### config.mk
export PLATFORM = sky130hd
export DESIGN_NAME = uart_tx_buffer
export DESIGN_NICKNAME = d
export VERILOG_FILES = /design/src/rtl/uart_tx_buffer.sv
export SDC_FILE = /design/constraint.sdc
export NUM_CORES = 1
export LEC_CHECK = 0
export BUFFER_PORTS_ARGS = -buffer_cell sky130_fd_sc_hd__buf_2
export CORE_MARGIN = 4
export CORE_UTILIZATION = 40
export CTS_BUF_LIST = sky130_fd_sc_hd__clkbuf_4 sky130_fd_sc_hd__clkbuf_8
export CTS_CLUSTER_DIAMETER = 200
export DETAILED_ROUTE_END_ITERATION = 16
export HOLD_SLACK_MARGIN = 0.03
export SYNTH_ARGS = -nofsm -noshare
export SYNTH_HDL_FRONTEND = slang
export SYNTH_SLANG_ARGS = --single-unit
### constraint.sdc
create_clock -name clk -period 3.26 [get_ports clk]
set_clock_uncertainty 0.05 [all_clocks]
set_input_delay 0.815 -clock clk [delete_from_list [all_inputs] [get_ports clk]]
set_output_delay 0.815 -clock clk [all_outputs]
set_load 0.02 [all_outputs]
### src/rtl/uart_tx_buffer.sv
// uart_tx_buffer: transmit holding FIFO between THR writes and the UART
// transmitter. It hands bytes out over a TX_start/TX_done handshake and
// produces the THRE/TEMT status bits and the THRE interrupt code.
module uart_tx_buffer #(
  parameter int DEPTH = 32,
  parameter int AW    = 5
) (
  input  logic          clk,
  input  logic          reset,
  input  logic          WR,
  input  logic [7:0]    dataIn,
  input  logic [7:0]    FCR,
  input  logic [7:0]    IER,
  input  logic          TX_done,
  output logic [7:0]    dataOut,
  output logic          TX_start,
  output logic [7:0]    LSR,
  output logic [7:0]    IIR,
  output logic [AW:0]   count
);

  typedef enum logic {IDLE, BUSY} state_e;

  state_e        state_q, state_d;
  logic [7:0]    mem_q [DEPTH];
  logic [AW-1:0] rptr_q, rptr_d, wptr_q, wptr_d;
  logic [AW:0]   cnt_q, cnt_d;
  logic [7:0]    dout_q, dout_d;
  logic          start_q, start_d;
  logic          fen_q;

  logic          flush, pop, push, thre, temt;
  logic [AW:0]   cap;

  // Remaining control bits have no transmit-side meaning.
  logic          unused_bits;
  assign unused_bits = ^{FCR[7:3], FCR[1], IER[7:2], IER[0]};

  // Flush/pop/push decisions, pointer/count update and handshake next state.
  always_comb begin
    cap     = FCR[0] ? (AW+1)'(DEPTH) : (AW+1)'(1);
    // Toggling FIFO enable empties the queue just like an explicit clear.
    flush   = FCR[2] | (FCR[0] ^ fen_q);
    pop     = (state_q == IDLE) && (cnt_q != '0) && !flush;
    // A pop frees a slot in the same cycle, so a write to a full FIFO still lands.
    push    = WR && !flush && ((cnt_q < cap) || pop);

    rptr_d  = rptr_q;
    wptr_d  = wptr_q;
    cnt_d   = cnt_q;
    state_d = state_q;
    dout_d  = dout_q;
    start_d = 1'b0;

    if (flush) begin
      rptr_d = '0;
      wptr_d = '0;
      cnt_d  = '0;
    end else begin
      if (pop)  rptr_d = rptr_q + AW'(1);
      if (push) wptr_d = wptr_q + AW'(1);
      case ({push, pop})
        2'b10:   cnt_d = cnt_q + (AW+1)'(1);
        2'b01:   cnt_d = cnt_q - (AW+1)'(1);
        default: cnt_d = cnt_q;
      endcase
    end

    // An in-flight frame is never aborted by a flush; only TX_done ends BUSY.
    case (state_q)
      IDLE: if (pop) begin
        state_d = BUSY;
        dout_d  = mem_q[rptr_q];
        start_d = 1'b1;
      end
      BUSY: if (TX_done) state_d = IDLE;
      default: state_d = IDLE;
    endcase
  end

  // State, pointers, count and handshake outputs.
  always_ff @(posedge clk or posedge reset) begin
    if (reset) begin
      state_q <= IDLE;
      rptr_q  <= '0;
      wptr_q  <= '0;
      cnt_q   <= '0;
      dout_q  <= 8'h00;
      start_q <= 1'b0;
      fen_q   <= 1'b0;
    end else begin
      state_q <= state_d;
      rptr_q  <= rptr_d;
      wptr_q  <= wptr_d;
      cnt_q   <= cnt_d;
      dout_q  <= dout_d;
      start_q <= start_d;
      fen_q   <= FCR[0];
    end
  end

  // Byte storage; contents need no reset since count gates every read.
  always_ff @(posedge clk) begin
    if (push) mem_q[wptr_q] <= dataIn;
  end

  assign thre     = (cnt_q == '0);
  assign temt     = thre && (state_q == IDLE);
  assign LSR      = {1'b0, temt, thre, 5'b0};
  assign IIR      = (IER[1] && thre) ? 8'h02 : 8'h01;
  assign dataOut  = dout_q;
  assign TX_start = start_q;
  assign count    = cnt_q;

endmodule

==> impl_metrics.py, run 1 <==
metrics = {
    "run_status": {
        "outcome": "completed",
    },
    "global_route": {
        "number_of_global_route_vias_before_repair": 6618,
        "grt_max_degree": 47,
        "antenna_found_initial": 0,
        "grt_overflow": 0,
        "grt_pass1_wl_mm": 39.2,
        "grtUsageTotal_pct": 15.5,
    },
    "timing": {
        "finalCritPeriodShare_pct": 92.9,
        "timing_max_transition_violations_final": 0,
        "timing_hold_violations_final": 0,
        "fin_crit_ps": 3030,
        "totalNegativeSetupSlack_ps": 0,
        "slew_headroom_pct": 37.6,
        "report.final.setup_viol": 0,
        "worst_slew_pin_slew_ps": 935,
        "unrepaired_setup_endpoints_after_global_routing": "no",
        "max_freq_mhz": 330,
    },
    "power_and_ir_drop": {
        "worst_ir_drop_vdd_mv": 0.255,
        "seq_power_share_pct": 52.0,
        "total_switching_power_mw": 1.93,
        "lkg_pwr_nw": 4.46,
        "netSwitchingFraction_pct": 24.5,
        "clock_power_share_pct": 37.6,
        "power-per-cell-area_mw_per_mm2": 584,
        "pwr-share-comb_pct": 10.4,
        "internal_power_mw": 5.97,
    },
    "finish": {
        "finished_core_util_pct": 46.6,
        "regArea_sq_mm": 0.00837,
        "multiInputGateArea_sq_mm": 0.00320,
        "antenna-diode-count": 0,
        "num-fill-cells": 2550,
        "finalNetCount": 857,
        "drive_above_1_share_pct": 20.7,
        "area_delta_synth_final_pct": 14.0,
    },
    "yosys": {
        "ys_seq_elements": 283,
        "syn_inst": 730,
        "synth-async-reset-ratio_pct": 9.54,
        "synth_mux_area_share_pct": 11.0,
        "synth_area_in_simple_gates_pct": 4.86,
        "synth-compound-area-share_pct": 8.70,
        "dominant_register_cell_in_the_synthesized_netlist": "sky130_fd_sc_hd__edfxtp_1",
        "yosysWarningCount": 0,
        "post_synth_xor_area_fraction_pct": 0.664,
        "synth_enable_flop_cells": 256,
        "synth-adder-area-share_pct": 1.22,
        "synth.cell_area_sq_mm": 0.0119,
        "synth_top_cells_by_area": "sky130_fd_sc_hd__edfxtp_1 65%, sky130_fd_sc_hd__mux2i_1 11%, sky130_fd_sc_hd__dfrtp_1 5.7%",
        "synth_top_area_cell": "sky130_fd_sc_hd__edfxtp_1",
        "portion_of_the_post_synthesis_area_used_by_sequential_elements_pct": 70.4,
        "syn_avg_cell_area_sq_um": 16.3,
        "synth_top_cell_area_share_pct": 64.7,
        "synth_top_family_by_area": "multiplexers",
        "yosysUniqueCellTypes": 59,
    },
    "clocking": {
        "clock_tree.buffer_depth": 3,
        "tritoncts": "yes",
        "clock_insertion_delay_worst_skew_ps": 540,
        "cts_post_setup_buffers_inserted": 0,
        "cts_root_buffer": "sky130_fd_sc_hd__clkbuf_8",
        "cts-htree-levels": 2,
        "cts.clk_slew.worst_paths_ps": 60,
        "tritoncts.num_buffers": 46,
        "holdBufCountCts": 0,
        "count_of_instances_resized_after_the_clock_tree_is_built": 0,
        "cts.sinks": 283,
    },
    "routing": {
        "vias_per_cell": 5.28,
        "detail_route.drc_violations": 0,
        "firstDrtPassIters": 5,
        "routedWlPerCell_um": 20.6,
        "remaining_number_of_nets_flagged_by_the_antenna_check_after_routing": 0,
        "drt-initial-drc-count": 428,
        "route.vias.total": 6532,
        "drt-total-wl_mm": 25.5,
    },
    "placement": {
        "gp_congestion": 0.783,
        "portBuffers": 33,
        "place.detailed.hpwl_mm": 15.5,
    },
    "floorplanning": {
        "core_area_sq_mm": 0.0290,
        "area_of_the_die_sq_mm": 0.0325,
        "initial_utilization_pct": 40.9,
        "die_height_um": 180,
        "rows": 62,
        "pin_count": 59,
        "die_width_um": 180,
    },
    "setup_path": {
        "timing.setup.critical_path_class": "reg2out",
        "cp-start-kind": "flop",
        "worstRegToRegCells": 10,
        "critical_path.max_fanout": 6,
        "crit_family": "simple AND/OR/NAND/NOR gates",
        "path_depth": 5,
        "setup.worst_path.end_class": "output pin",
        "worst-endpoint-arrival_ps": 2160,
        "crit_buf_inv": 2,
        "cp_data_required_time_ps": 2390,
        "slowest_stage": "sky130_fd_sc_hd__or4_4",
        "cp_slowest_stage_delay_ps": 610,
        "cp_cell_sequence": "or4_4 -> nor3_4 -> nand2_1 -> inv_1 -> buf_2",
    },
    "min_path": {
        "hold_path.class": "in2async",
    },
    "run": {
        "maxCapViolations": 0,
    },
}
-- cells in the final DEF, fill, tap and decap left out, drive strengths merged, types with 2 or more instances in the layout --
cell	n
nand3b	5
dfrtp	27
o41ai	8
a221oi	16
nor3	3
nor2	45
a22o	17
nand3	10
o21ai	9
clkbuf	61
a22oi	33
inv	9
bufinv	2
buf	82
ha	10
a21oi	27
clkinv	20
a21o	3
nand2	18
edfxtp	256
mux2i	130
o22ai	8
or3b	2
conb	12
nand2b	4
nand4	3
a31oi	2
nor2b	3
xnor2	5
xor2	4
nor4	3
-- kinds of logic after synthesis --
kind of cell,after synthesis
compound gates,133
simple gates,101
flops,283
mux,130
xor+xnor,9
fa+ha+maj,11
other cells,1
buf+inv,62
-- area by class of cell --
cell class	count	share of cell area, %
flip-flops and latches	283	61.8
well taps	384	3.55
clock inverters	23	1.09
inverters	9	0.250
multi-input cells	396	23.6
clock buffers	61	5.56
repair buffers	82	4.12
-- worst paths after layout --
kind                             from          to  slack [ps]
max in group asynchronous       reset   rptr_q[1]        2550
max reg2reg                  count[5]    count[5]         500
min reg2reg                dataOut[4]  dataOut[4]         450
min                             reset    count[0]         290
max                          count[2]      IIR[1]         230
min in group clk               FCR[0]       fen_q         410
-- synthesized netlist by cell type, types with 5 or more instances --
cell type / instances
sky130_fd_sc_hd__nand2_1: 17
sky130_fd_sc_hd__nand3_1: 6
sky130_fd_sc_hd__nand3b_1: 5
sky130_fd_sc_hd__dfrtp_1: 27
sky130_fd_sc_hd__edfxtp_1: 256
sky130_fd_sc_hd__o41ai_2: 7
sky130_fd_sc_hd__clkbuf_1: 11
sky130_fd_sc_hd__buf_6: 5
sky130_fd_sc_hd__mux2i_1: 130
sky130_fd_sc_hd__nor2_1: 45
sky130_fd_sc_hd__buf_4: 22
sky130_fd_sc_hd__inv_1: 9
sky130_fd_sc_hd__buf_2: 10
sky130_fd_sc_hd__a21oi_1: 27
sky130_fd_sc_hd__a221oi_1: 15
sky130_fd_sc_hd__o22ai_1: 8
sky130_fd_sc_hd__a22o_1: 17
sky130_fd_sc_hd__xnor2_1: 5
sky130_fd_sc_hd__ha_1: 10
sky130_fd_sc_hd__o21ai_0: 8
sky130_fd_sc_hd__a22oi_1: 33
-- flip-flops by register name, indices dropped and copies added (netlist names) --
register  flops
TX_start      1
count         6
dataOut       8
fen_q         1
mem_q       256
rptr_q        5
state_q       1
wptr_q        5
-- worst register-to-register path, delay by kind of cell (launching register included) --
kind / cells / cell delay [ps]
and+or+nand+nor: 3 / 450
AOI/OAI and AO/OA: 5 / 1220
adders and majority gates: 1 / 310
DFF: 1 / 500
buffers and inverters: 1 / 160
-- power by group through the flow --
stage / sequential [mW] / clock (mW) / combinational, mW
finish: 4.11 / 2.97 / 0.823
global route: 4.12 / 3.23 / 0.898
CTS: 4.11 / 3.06 / 0.832
detailed placement: 4.18 / 0 / 0.828
global placement: 4.18 / 0 / 0.816
floorplan: 4.22 / 0 / 0.509
-- stage by stage --
stage	instances	instance area, sq um	power [mW]	hold slack (ps)	setup WS (ps)
after global routing	1238	13500	8.25	301	69.5
after detailed placement	1154	12600	5.01	433	100
after CTS	1238	13500	8.00	274	183
after floorplan	741	11900	4.73	501	62.2
final	1238	13500	7.91	292	232
after global placement	1154	12600	5.00	435	135
-- metal layers --
metal / global-route usage, % / up-vias / part of all wire (%)
li1: - / 3039 / -
met1: 22.7 / 3275 / 47
met2: 24.1 / 180 / 46
met3: 2.66 / 38 / 5.6
met4: 4.17 / 0 / 1.8
met5: 0 / - / 0
Note: power is estimated with default switching activity, not from simulation.
==> run 2, diff against run 1 <==
--- a/config.mk
+++ b/config.mk
@@ -7,11 +7,12 @@
 export LEC_CHECK = 0
 export BUFFER_PORTS_ARGS = -buffer_cell sky130_fd_sc_hd__buf_2
 export CORE_MARGIN = 4
-export CORE_UTILIZATION = 40
+export CORE_UTILIZATION = 50
 export CTS_BUF_LIST = sky130_fd_sc_hd__clkbuf_4 sky130_fd_sc_hd__clkbuf_8
 export CTS_CLUSTER_DIAMETER = 200
 export DETAILED_ROUTE_END_ITERATION = 16
 export HOLD_SLACK_MARGIN = 0.03
+export PLACE_DENSITY = 0.67
 export SYNTH_ARGS = -nofsm -noshare
 export SYNTH_HDL_FRONTEND = slang
 export SYNTH_SLANG_ARGS = --single-unit
==> run 2 against run 1 <==
Die area shrank 19%. Clock-buffer cell count grew 4. Core utilization grew 11 points. Worst setup slack lost 11 ps. Non-clock buffer count shrank 1. Sequential share of layout area grew 0.30 points. Critical path depth is the same. Sequential cell count is the same. Sequential power is essentially flat. Combinational power shrank 0.7%.
==> impl_metrics.py, run 2 (synthesized netlist as in run 1, its figures left out) <==
metrics = {
    "routing": {
        "detail_route.drc_violations": 0,
        "route.vias.total": 6576,
        "vias_per_cell": 5.61,
        "routedWlPerCell_um": 20.7,
        "remaining_number_of_nets_flagged_by_the_antenna_check_after_routing": 0,
        "drt-initial-drc-count": 475,
        "drt-total-wl_mm": 24.3,
        "firstDrtPassIters": 7,
    },
    "power_and_ir_drop": {
        "lkg_pwr_nw": 4.47,
        "clock_power_share_pct": 37.5,
        "worst_ir_drop_vdd_mv": 0.303,
        "internal_power_mw": 5.94,
        "pwr-share-comb_pct": 10.4,
        "seq_power_share_pct": 52.1,
        "total_switching_power_mw": 1.93,
        "netSwitchingFraction_pct": 24.5,
        "power-per-cell-area_mw_per_mm2": 584,
    },
    "global_route": {
        "grtUsageTotal_pct": 18.9,
        "antenna_found_initial": 0,
        "grt_pass1_wl_mm": 37.9,
        "number_of_global_route_vias_before_repair": 6972,
        "grt_max_degree": 44,
        "grt_overflow": 0,
    },
    "floorplanning": {
        "rows": 56,
        "die_width_um": 162,
        "die_height_um": 162,
        "initial_utilization_pct": 50.7,
        "area_of_the_die_sq_mm": 0.0263,
        "core_area_sq_mm": 0.0234,
        "pin_count": 59,
    },
    "timing": {
        "timing_max_transition_violations_final": 0,
        "unrepaired_setup_endpoints_after_global_routing": "no",
        "report.final.setup_viol": 0,
        "fin_crit_ps": 3040,
        "finalCritPeriodShare_pct": 93.2,
        "totalNegativeSetupSlack_ps": 0,
        "worst_slew_pin_slew_ps": 692,
        "slew_headroom_pct": 53.6,
        "layout_setup_ws_ps": 221,
        "timing_hold_violations_final": 0,
        "max_freq_mhz": 329,
    },
    "finish": {
        "area_delta_synth_final_pct": 13.4,
        "layout_commonest_cell": "sky130_fd_sc_hd__edfxtp_1",
        "largest-register": "mem_q",
        "largest_register_ff_count": 256,
        "finalNetCount": 856,
        "antenna-diode-count": 0,
        "non_filler_cells_in_the_finished_layout": 1172,
        "drive_above_1_share_pct": 21.2,
        "finished_core_util_pct": 57.6,
        "layout_common_cells": "256 x sky130_fd_sc_hd__edfxtp_1, 130 x sky130_fd_sc_hd__mux2i_1, 53 x sky130_fd_sc_hd__clkbuf_8",
    },
    "setup_path": {
        "slowest_stage": "sky130_fd_sc_hd__or4_4",
        "cp_cell_sequence": "or4_4 -> nor3_4 -> nand2_1 -> inv_1 -> buf_2",
        "cp_slowest_stage_delay_ps": 610,
        "cp-start-kind": "flop",
        "cp_data_required_time_ps": 2390,
        "setup.worst_path.end_class": "output pin",
        "worst-endpoint-arrival_ps": 2170,
        "timing.setup.critical_path_class": "reg2out",
        "worstRegToRegCells": 10,
        "critical_path.max_fanout": 6,
        "worstSetupStartpoint": "count[2]",
        "r2r_start": "count[0]",
    },
    "clocking": {
        "cts_root_buffer": "sky130_fd_sc_hd__clkbuf_8",
        "count_of_instances_resized_after_the_clock_tree_is_built": 0,
        "cts-htree-levels": 2,
        "tritoncts.num_buffers": 46,
        "clock_tree.buffer_depth": 3,
        "tritoncts": "yes",
        "cts.clk_slew.worst_paths_ps": 70,
        "cts_post_setup_buffers_inserted": 0,
        "holdBufCountCts": 0,
        "clock_insertion_delay_worst_skew_ps": 550,
        "cts.sinks": 283,
    },
    "min_path": {
        "hold_path.class": "in2async",
    },
    "run": {
        "maxCapViolations": 0,
    },
    "run_status": {
        "outcome": "completed",
    },
    "placement": {
        "gp_congestion": 0.894,
        "dp_slack_ps": 149,
        "place.detailed.hpwl_mm": 15.4,
        "portBuffers": 33,
        "dp_cells": 1088,
    },
}
[run 2: metrics by stage]
stage          power, mW  area [sq um]  hold slack (ps)
2_1_floorplan       4.73         11900              501
3_3_place_gp        4.96         12600              435
3_5_place_dp        4.99         12600              443
4_1_cts             7.94         13500              274
5_1_grt             8.20         13500              290
6_report            7.87         13500              289
[run 2: layout make-up]
cell class	instances	area (sq um)
Clock inverter	19	91.3
Fill cell	1825	9930
Multi-Input combinational cell	396	3200
Sequential cell	283	8370
Clock buffer	65	820
Inverter	9	33.8
Tap cell	319	399
Timing Repair Buffer	81	563
[run 2: worst paths after layout]
path | to | slack [ps]
setup / recovery | IIR[1] | 220
hold / removal | fen_q | 290
setup reg to reg | count[5] | 290
hold reg to reg | dataOut[0] | 460
max in group asynchronous | rptr_q[1] | 2530
min in group clk | state_q | 380
[run 2: worst max-delay path, delay by kind of cell (launching register included)]
kind                   cells  cell delay, ps
DFF                        1             460
buffers and inverters      2             200
and+or+nand+nor            3             970
[run 2: metal layers]
layer,part of all wire (%),vias up,global-route usage (%)
li1,-,3035,-
met2,50,208,32.8
met1,42,3294,24.3
met5,0,-,0
met3,5.9,39,3.35
met4,2.1,0,5.84
[run 2: power groups by stage]
stage	clock network, mW	registers, mW	logic [mW]
2_1_floorplan	0	4.22	0.509
3_3_place_gp	0	4.17	0.791
3_5_place_dp	0	4.18	0.811
4_1_cts	3.02	4.10	0.815
5_1_grt	3.21	4.11	0.879
6_report	2.95	4.10	0.817
